==> config.mk <==
export PLATFORM = sky130hd
export DESIGN_NAME = accum_sequencer_flat
export DESIGN_NICKNAME = d
export VERILOG_FILES = /design/src/rtl/accum_sequencer_if.sv /design/src/rtl/accum_sequencer.sv /design/src/flat_wrapper.sv
export SDC_FILE = /design/constraint.sdc
export NUM_CORES = 1
export LEC_CHECK = 0
export ABC_AREA = 1
export CORE_MARGIN = 4
export CORE_UTILIZATION = 35
export CTS_BUF_LIST = sky130_fd_sc_hd__clkbuf_4 sky130_fd_sc_hd__clkbuf_8
export DETAILED_ROUTE_END_ITERATION = 16
export SETUP_SLACK_MARGIN = 0.4
export SLEW_MARGIN = 0
export SYNTH_ARGS = -nofsm -noshare
export SYNTH_HDL_FRONTEND = slang
export SYNTH_SLANG_ARGS = --single-unit
==> constraint.sdc <==
create_clock -name clk -period 1.62 [get_ports clk]
set_input_delay 0.243 -clock clk [delete_from_list [all_inputs] [get_ports clk]]
set_output_delay 0.243 -clock clk [all_outputs]
set_load 0.005 [all_outputs]
==> src/rtl/accum_sequencer_if.sv <==
// Requester-side handshake bundle for accum_sequencer: two operand channels sharing one grant.
// master : requester side (drives valid/data, observes ready).
// slave  : sequencer side (observes valid/data, drives ready).
interface accum_sequencer_if #(
  parameter int WIDTH = 8
);
  logic [1:0]       req_valid;
  logic [WIDTH-1:0] req_data0;
  logic [WIDTH-1:0] req_data1;
  logic [1:0]       req_ready;

  modport master (
    output req_valid,
    output req_data0,
    output req_data1,
    input  req_ready
  );

  modport slave (
    input  req_valid,
    input  req_data0,
    input  req_data1,
    output req_ready
  );
endinterface

==> src/rtl/accum_sequencer.sv <==
// Purpose: two-requester round-robin arbiter feeding an 8-bit accumulate datapath (acc + sticky carry + op count).
// Latency: operand accepted at edge E0, committed at E1 (PACED=0) or at the first step_en edge (PACED=1); done follows.
// Backpressure: at most one req_ready bit high, only in IDLE and never during clear; one operand in flight.
//
// Ports:
//   clk, resetn        clock, asynchronous active-low reset
//   clear              synchronous clear of acc/overflow/op_count (highest priority, drops held operand)
//   step_en            commit strobe used when PACED=1
//   req                slave side of accum_sequencer_if (req_valid, req_data0/1, req_ready)
//   acc, overflow      accumulator and sticky carry-out
//   op_count           saturating committed-operation counter
//   last_src           requester index of the most recent commit
//   busy, done         operand held / one-cycle pulse after each commit
module accum_sequencer #(
  parameter int WIDTH = 8,
  parameter int CNT_W = 4,
  parameter int PACED = 0
) (
  input  logic             clk,
  input  logic             resetn,
  input  logic             clear,
  input  logic             step_en,
  accum_sequencer_if.slave req,
  output logic [WIDTH-1:0] acc,
  output logic             overflow,
  output logic [CNT_W-1:0] op_count,
  output logic             last_src,
  output logic             busy,
  output logic             done
);

  localparam logic [0:0] ST_IDLE = 1'b0;
  localparam logic [0:0] ST_ADD  = 1'b1;

  logic [0:0]       state;
  logic             rr;        // requester to favour when both are valid
  logic [WIDTH-1:0] op;        // held operand
  logic             src;       // requester that supplied the held operand

  logic             gnt_any;
  logic             gnt_idx;
  logic             xfer;
  logic             commit;
  logic [WIDTH:0]   sum;

  // Combinational grant: a lone requester wins outright; on contention the rr pointer decides.
  always_comb begin
    gnt_any = |req.req_valid;
    gnt_idx = (req.req_valid == 2'b11) ? rr : req.req_valid[1];
    req.req_ready = 2'b00;
    if ((state == ST_IDLE) && !clear && gnt_any) begin
      req.req_ready = gnt_idx ? 2'b10 : 2'b01;
    end
  end

  assign xfer   = |(req.req_valid & req.req_ready);
  assign commit = (state == ST_ADD) && !clear && ((PACED == 0) || step_en);
  assign sum    = {1'b0, acc} + {1'b0, op};
  assign busy   = (state == ST_ADD);

  always_ff @(posedge clk or negedge resetn) begin
    if (!resetn) begin
      state    <= ST_IDLE;
      rr       <= 1'b0;
      op       <= '0;
      src      <= 1'b0;
      acc      <= '0;
      overflow <= 1'b0;
      op_count <= '0;
      last_src <= 1'b0;
      done     <= 1'b0;
    end else begin
      done <= 1'b0;
      if (clear) begin
        // last_src and rr deliberately survive a clear; a held operand is simply abandoned.
        state    <= ST_IDLE;
        acc      <= '0;
        overflow <= 1'b0;
        op_count <= '0;
      end else if (state == ST_IDLE) begin
        if (xfer) begin
          state <= ST_ADD;
          op    <= gnt_idx ? req.req_data1 : req.req_data0;
          src   <= gnt_idx;
          rr    <= ~gnt_idx;
        end
      end else if (commit) begin
        state    <= ST_IDLE;
        acc      <= sum[WIDTH-1:0];
        overflow <= overflow | sum[WIDTH];
        if (op_count != {CNT_W{1'b1}}) begin
          op_count <= op_count + 1'b1;
        end
        last_src <= src;
        done     <= 1'b1;
      end
    end
  end

endmodule

==> src/flat_wrapper.sv <==
// flat-port wrapper written by rule: the top's interface ports become plain ports
module accum_sequencer_flat 
#(
  parameter int WIDTH = 8,
  parameter int CNT_W = 4,
  parameter int PACED = 0
)
  (clk, resetn, clear, step_en, acc, overflow, op_count, last_src, busy, done, req_req_valid, req_req_data0, req_req_data1, req_req_ready);
  accum_sequencer_if #(.WIDTH(WIDTH)) req_i ();
  input  logic clk;
  input  logic resetn;
  input  logic clear;
  input  logic step_en;
  output logic [WIDTH-1:0] acc;
  output logic overflow;
  output logic [CNT_W-1:0] op_count;
  output logic last_src;
  output logic busy;
  output logic done;
  input wire logic [$bits(req_i.req_valid)-1:0] req_req_valid;
  input wire logic [$bits(req_i.req_data0)-1:0] req_req_data0;
  input wire logic [$bits(req_i.req_data1)-1:0] req_req_data1;
  output wire logic [$bits(req_i.req_ready)-1:0] req_req_ready;
  assign req_i.req_valid = req_req_valid;
  assign req_i.req_data0 = req_req_data0;
  assign req_i.req_data1 = req_req_data1;
  assign req_req_ready = req_i.req_ready;
  accum_sequencer #(.WIDTH(WIDTH), .CNT_W(CNT_W), .PACED(PACED)) u_core (.clk(clk), .resetn(resetn), .clear(clear), .step_en(step_en), .req(req_i), .acc(acc), .overflow(overflow), .op_count(op_count), .last_src(last_src), .busy(busy), .done(done));
endmodule
# Word level (Yosys, flattened, before mapping)
# Index checks and enable logic that the tools add are counted.
# totals
wordCells,52
output_inout_bits,18
latch_bits,0
reg_bits,26
n_memories,0
ram_bits,0
input_bits,22
rom_bits,0
# op_classes
eq_ne,2
add_sub_neg,2
bitwise_logic,5
shifts,0
n_reduce_logical,13
n_mul,0
mux,21
div_mod_pow,0
n_lt_le_gt_ge,0
# ops
cell,n
$mux 8,4
$mux 4,4
$mux 1,11
$add 8x8->9,1
$reduce_and 3->1,3
$reduce_bool 2->1,3
$add 4x1->4 const B,1
$mux 2,2
$ne 4x4->1 const B,1
$reduce_or 2->1,2
$logic_and 1x1->1,3
$not 1->1,3
$and 2x2->2,1
$eq 2x2->1 const B,1
$reduce_and 2->1,1
$logic_not 1->1,1
$or 1x1->1,1

# Depth between registers and ports, before layout
# Gate-level depths: netlist (run 1).
# logic_depth
word_depth,9
mapped_depth,9
ltp_nobuf,9

# Least setup slack after synthesis (run 1)
# OpenSTA, ideal clock, no wires.
# synth_timing
kind,reg-to-reg
startpoint,register u_core.acc[0]
endpoint,register u_core.overflow
setup_ps,123
t_required_ps,1497
synth_period_minus_slack_ps,1597
path_buffers,0
setup_slack_ps,23
t_arrival_ps,1474
path_stages_with_launch,9
cell_sequence,dfrtp_1 ha_1 fa_1 nand2_1 nand2_1 nand3b_1 nor2_1 o21ai_0 nand2_1
# synth_via
elab_chain_cells,5
# synth_lines
item,line,text
start: declaration,accum_sequencer.sv:24,"output logic [WIDTH-1:0] acc,"
start signal: assignment,accum_sequencer.sv:89,acc <= sum[WIDTH-1:0];
$add 8x8->9,accum_sequencer.sv:58,"assign sum = {1'b0, acc} + {1'b0, op};"
$or 1x1->1,accum_sequencer.sv:90,overflow <= overflow | sum[WIDTH];
$mux 1,accum_sequencer.sv:87,end else if (commit) begin
$mux 1,accum_sequencer.sv:80,end else if (state == ST_IDLE) begin
$mux 1,accum_sequencer.sv:74,if (clear) begin
end signal: assignment,accum_sequencer.sv:90,
end: declaration,accum_sequencer.sv:25,"output logic overflow,"
# No other way between the ends. The select of a mux whose other input is x is not followed.
# A chain may end at the register's enable or synchronous reset.

# Worst setup path in the final report (run 1)
# Same ends and word-level chain as after synthesis.

==> results.toml, run 1 <==
[sta]
hold_viol = 0
clock-skew-final_ns = 0.00333
max_freq_ghz = 0.643
worst-slew-pin-transition_ns = 0.353
relSlewSlack = 0.764
setup_viol = 0
whs_ns = 0.340
setup_tns_ns = 0
slew_violations = 0
rsz0062_at_grt = "true"
layout_min_cycle_time_ns = 1.55
fin_crit_sh = 0.960
finalWorstSetupSlack_ns = 0.0652

[clocking]
htreeDepth = 1
cts_buffer_depth = 2
cts-root-buf = "clkbuf_8"
cts_sinks = 26
clk-insertion-delay-late_ns = 0.27
cts_made_buffers = 3
tritoncts = "done"
path_clk_slew_ns = 0.10

[grt]
grt_pass1_vias = 1473
grt_usage = 0.156
grt_antenna_before_repair = 0
grt_pass1_wl_um = 6570
grt_max_degree = 27
grt_overflow = 0

[logic_synthesis]
synth_area_leaders = "dfrtp_1 45%, nand2_1 15%, ha_1 7.8%"
synthCells = 164
ys_ff_latch = 26
synth_edf_count = 0
syn-mean-instance-area_um2 = 8.84
synth_nets = 196
yosys_warnings = 0
synth_seq_area_share = 0.449
synth_area_um2 = 1450
synth_ff_type = "dfrtp_1"
synth_top_cell_area_share = 0.449
yosysTopAreaCell = "dfrtp_1"
async_reset_ff_frac = 1.00
synth.distinct_cells = 31

[placement]
dpl_cell_area_um2 = 2040
gp_congestion = 0.789
hpwl_um = 2670
io_buffer_count = 38
dp.cells = 263
post-place-ws_ns = -0.288

[finish]
diodes = 0
final_common_cell = "nand2_1"
areaGrowthSynthToFinish_pct = 70.5
drive_above_1_share = 0.365
layoutNonFillerInstCount = 291
postLayoutCellArea_um2 = 2470
final_cell_mix = "49 x nand2_1, 26 x dfrtp_1, 21 x buf_4"
final_nets = 274

[die]
start_util = 0.363
rows = 23
dieHeight_um = 72.4
dieWidth_um = 72.4
design.die.area_um2 = 5240
coreArea_um2 = 4000
ios = 40

[critical_path]
critPathKind = "register to register"
crit_fanout = 3
slowest_delay_ns = 0.41
arrival_ns = 1.72
cpMostUsedCell = "nand2_2"
cp-end-kind = "register"
crit_path_cell_trace = "ha_2 -> fa_2 -> nand2_2 -> nand2_2 -> nand3b_1 -> nor2_1 -> o21ai_1 -> nand2_1"
slowest_stage = "dfrtp_1"
crit_required_ns = 1.79
crit_buf_inv = 0
start_kind = "register"
cp_top_family = "adder cells"

[run_status]
outcome = "completed"

[flow_run]
drv_cap = 0

[drt]
vias = 1381
wirelength_um = 3820
dr.pass1.iters = 4
avgRoutedWirePerCell_um = 13.1
drcViolationCount = 0
viasPerCell = 4.75
antenna_left = 0
drt_iter0_drc = 66

[min_path]
min_path_type = "primary input to asynchronous set/reset pin"

[power_and_ir_drop]
p_leak_nw = 1.22
power_density_nw_per_um2 = 834
ir_drop_uv = 468
## final cells by class
cell class	count	area [µm²]
flip-flops and latches	26	651
multi-input cells	121	911
clock buffers	4	55.1
inverters	15	76.3
well taps	50	62.6
repair buffers	75	717
fillers	327	1530
## worst reg2reg max path: stages, from the launching register on
cell and delay (ns):
dfrtp_1 0.41, ha_2 0.20, fa_2 0.35, nand2_2 0.08, nand2_2 0.05, nand3b_1 0.13, nor2_1 0.06, o21ai_1 0.12
nand2_1 0.06
## registers in the layout, indices dropped and copies added, names as in the netlist
name	flops
u_core.src	1
u_core.rr	1
u_core.done	1
u_core.last_src	1
u_core.overflow	1
u_core.op	8
u_core.op_count	4
u_core.acc	8
u_core.busy	1
## per-stage QoR
| stage | utilization | power [mW] |
|---|---|---|
| final | 0.618 | 2.06 |
| after global routing | 0.618 | 2.20 |
| after CTS | 0.580 | 2.02 |
| after floorplan | - | 1.18 |
| after global placement | 0.509 | 1.44 |
| after detailed placement | 0.509 | 1.47 |
## path summary, 6_finish.rpt
kind | from | endpoint | slack [ns] | depth (start not counted)
setup / recovery | u_core.acc[0] | u_core.overflow | 0.07 | 8
hold / removal | resetn | u_core.op[0] | 0.34 | 2
setup reg to reg | u_core.acc[0] | u_core.overflow | 0.07 | 8
hold reg to reg | u_core.acc[7] | u_core.acc[7] | 0.53 | 2
max in group asynchronous | resetn | u_core.acc[1] | 1.02 | 2
min in group clk | req_req_valid[0] | u_core.src | 0.48 | 4
## cell families after synthesis
family,after synthesis,synth area share
buf+inv,17,0.0570
simple gates,82,0.255
compound gates,28,0.142
fa+ha+maj,10,0.0915
flops,26,0.449
xor+xnor,1,0.00604
## report_power, final
group	total (mW)	switching, mW	internal, mW
sequential	0.823	0.0850	0.738
combinational	0.806	0.357	0.449
clock	0.435	0.217	0.217
## cell usage after synthesis (2+ instances only)
cell	n
a22oi_1	7
dfrtp_1	26
nand3b_1	2
nand2_1	57
inv_1	11
nand3_1	9
o21ai_0	8
ha_1	9
a21oi_1	5
nand2_4	2
nor2_1	6
inv_2	2
a22o_1	2
## metal layers
metal  global-route usage  routed length [µm]
met4               0.0348                  16
met2                0.285                2110
met1                0.191                1570
met3               0.0277                 131
met5                    0                   0
## what timing repair did
action | in CTS | in global routing
hold endpoints to repair | 0 | 0
buffers inserted | 15 | 8
resized for setup | 63 | 28
hold buffers | 0 | 0
pin swaps | 28 | 12
endpoints found under the setup margin | 40 | 31
cloned | 1 | 0
No activity file was read; power rests on OpenSTA's default activity.
==> run 2, diff against run 1 <==
--- a/config.mk
+++ b/config.mk
@@ -7,8 +7,9 @@
 export LEC_CHECK = 0
 export ABC_AREA = 1
 export CORE_MARGIN = 4
-export CORE_UTILIZATION = 35
+export CORE_UTILIZATION = 29
 export CTS_BUF_LIST = sky130_fd_sc_hd__clkbuf_4 sky130_fd_sc_hd__clkbuf_8
+export CTS_CLUSTER_DIAMETER = 80
 export DETAILED_ROUTE_END_ITERATION = 16
 export SETUP_SLACK_MARGIN = 0.4
 export SLEW_MARGIN = 0
==> constraint.sdc (replaced) <==
create_clock -name clk -period 1.7 [get_ports clk]
set_input_delay 0.255 -clock clk [delete_from_list [all_inputs] [get_ports clk]]
set_output_delay 0.255 -clock clk [all_outputs]
set_load 0.005 [all_outputs]
==> results.toml, run 2 (same netlist as run 1, synthesis figures left out) <==
[grt]
grt_usage = 0.127
grt_antenna_before_repair = 0
grt_max_degree = 27
grt_pass1_wl_um = 6200
grt_overflow = 0
grt_pass1_vias = 1331

[critical_path]
arrival_ns = 1.72
critPathKind = "register to register"
slowest_delay_ns = 0.40
crit_required_ns = 1.87
cp-end-kind = "register"
crit_buf_inv = 1
start_kind = "register"
cp_top_family = "adder cells"
crit_path_cell_trace = "ha_2 -> fa_2 -> nand2_2 -> nand2_2 -> buf_4 -> a21oi_2 -> o21ai_2"
slowest_stage = "dfrtp_1"
crit_fanout = 2
cpMostUsedCell = "nand2_2"

[drt]
drcViolationCount = 0
avgRoutedWirePerCell_um = 12.2
wirelength_um = 3760
antenna_left = 0
viasPerCell = 4.45
vias = 1374
dr.pass1.iters = 4
drt_iter0_drc = 28

[power_and_ir_drop]
power.switching_uw = 628
swShare = 0.321
power_density_nw_per_um2 = 791
p_leak_nw = 1.23
pwr-share-comb = 0.384
power_frac_seq = 0.400
total_power_mw = 1.96
clockPowerShare = 0.216
p_int_mw = 1.33
ir_drop_uv = 477

[finish]
top_regs = "u_core.acc x8, u_core.op x8, u_core.op_count x4"
drive_above_1_share = 0.364
final_cell_mix = "51 x nand2_1, 25 x dfrtp_1, 23 x buf_4"
final_nets = 275
diodes = 0
final_common_cell = "nand2_1"
areaGrowthSynthToFinish_pct = 70.8
fillerInstances = 442
layoutNonFillerInstCount = 309

[flow_run]
drv_cap = 0

[die]
start_util = 0.303
dieHeight_um = 78.7
rows = 25
ios = 40
coreArea_um2 = 4790
design.die.area_um2 = 6200
dieWidth_um = 78.7

[sta]
setup_viol = 0
worst-slew-pin-transition_ns = 0.346
layout_min_cycle_time_ns = 1.55
fin_crit_sh = 0.913
slew_violations = 0
hold_viol = 0
finalWorstSetupSlack_ns = 0.148
rsz0062_at_grt = "true"
relSlewSlack = 0.770
clock-skew-final_ns = 0.00855
max_freq_ghz = 0.644
setup_tns_ns = 0

[placement]
post-place-ws_ns = -0.239
hpwl_um = 2530
gp_congestion = 0.806
dp.cells = 277
io_buffer_count = 38

[run_status]
outcome = "completed"

[clocking]
cts_buffer_depth = 2
cts-root-buf = "clkbuf_8"
path_clk_slew_ns = 0.10
clk-insertion-delay-late_ns = 0.28
cts_sinks = 26
htreeDepth = 1
tritoncts = "done"
cts_made_buffers = 3

[min_path]
min_path_type = "primary input to asynchronous set/reset pin"
==> run 2: cell count changes in the layout (fill, tap and decap cells not counted), moves of 2 or more <==
cell             before  now
dlygate4sd2_1        10   14
clkdlybuf4s15_1       5    2
buf_2                 2    0
buf_4                21   23
clkinvlp_4            0    2
nand2_1              49   51
nand2_2               7    5
==> run 2: through the flow <==
| stage | hold WS [ns] | utilization | instance area (µm²) |
|---|---|---|---|
| floorplan | -0.0406 | - | 1510 |
| global placement | 0.477 | 0.423 | 2030 |
| detailed placement | 0.469 | 0.423 | 2030 |
| CTS | 0.366 | 0.482 | 2310 |
| global route | 0.389 | 0.518 | 2480 |
| finish | 0.340 | 0.518 | 2480 |
==> run 2: power by group through the flow <==
stage | clock network, mW | logic, mW | registers, mW
after floorplan | 0 | 0.335 | 0.785
after global placement | 0 | 0.559 | 0.799
after detailed placement | 0 | 0.567 | 0.801
after CTS | 0.421 | 0.678 | 0.775
after global routing | 0.437 | 0.844 | 0.797
final | 0.423 | 0.752 | 0.784
==> run 2: routing by layer <==
layer / up-vias / share of wire / GRT usage
li1: 703 / - / -
met1: 631 / 0.45 / 0.156
met2: 33 / 0.49 / 0.220
met3: 7 / 0.057 / 0.0317
met4: 0 / 0.010 / 0.0315
met5: - / 0 / 0
==> run 2: layout make-up <==
| class | instances | area (µm²) | share of cell area |
|---|---|---|---|
| clock buffers | 4 | 55.1 | 0.0222 |
| multi-input cells | 121 | 885 | 0.357 |
| repair inverters | 1 | 7.51 | 0.00303 |
| inverters | 15 | 80.1 | 0.0323 |
| well taps | 67 | 83.8 | 0.0338 |
| repair buffers | 75 | 714 | 0.288 |
| flip-flops and latches | 26 | 652 | 0.263 |
==> run 2: final timing paths <==
check,start,endpoint,slack [ns],cells after the start
max,u_core.acc[0],u_core.acc[4],0.15,7
max reg2reg,u_core.acc[0],u_core.acc[4],0.15,7
max in group asynchronous,resetn,u_core.acc[1],1.08,2
min reg2reg,u_core.last_src,u_core.last_src,0.51,2
min in group clk,clear,u_core.op_count[2],0.47,3
min,resetn,u_core.op_count[0],0.34,2
==> run 2: timing repair <==
| action | CTS | global route |
|---|---|---|
| setup endpoints to repair | 30 | 30 |
| pin swaps | 19 | 14 |
| cloned | 1 | 1 |
| buffers inserted | 20 | 6 |
| hold buffers | 0 | 0 |
| resized for setup | 46 | 39 |
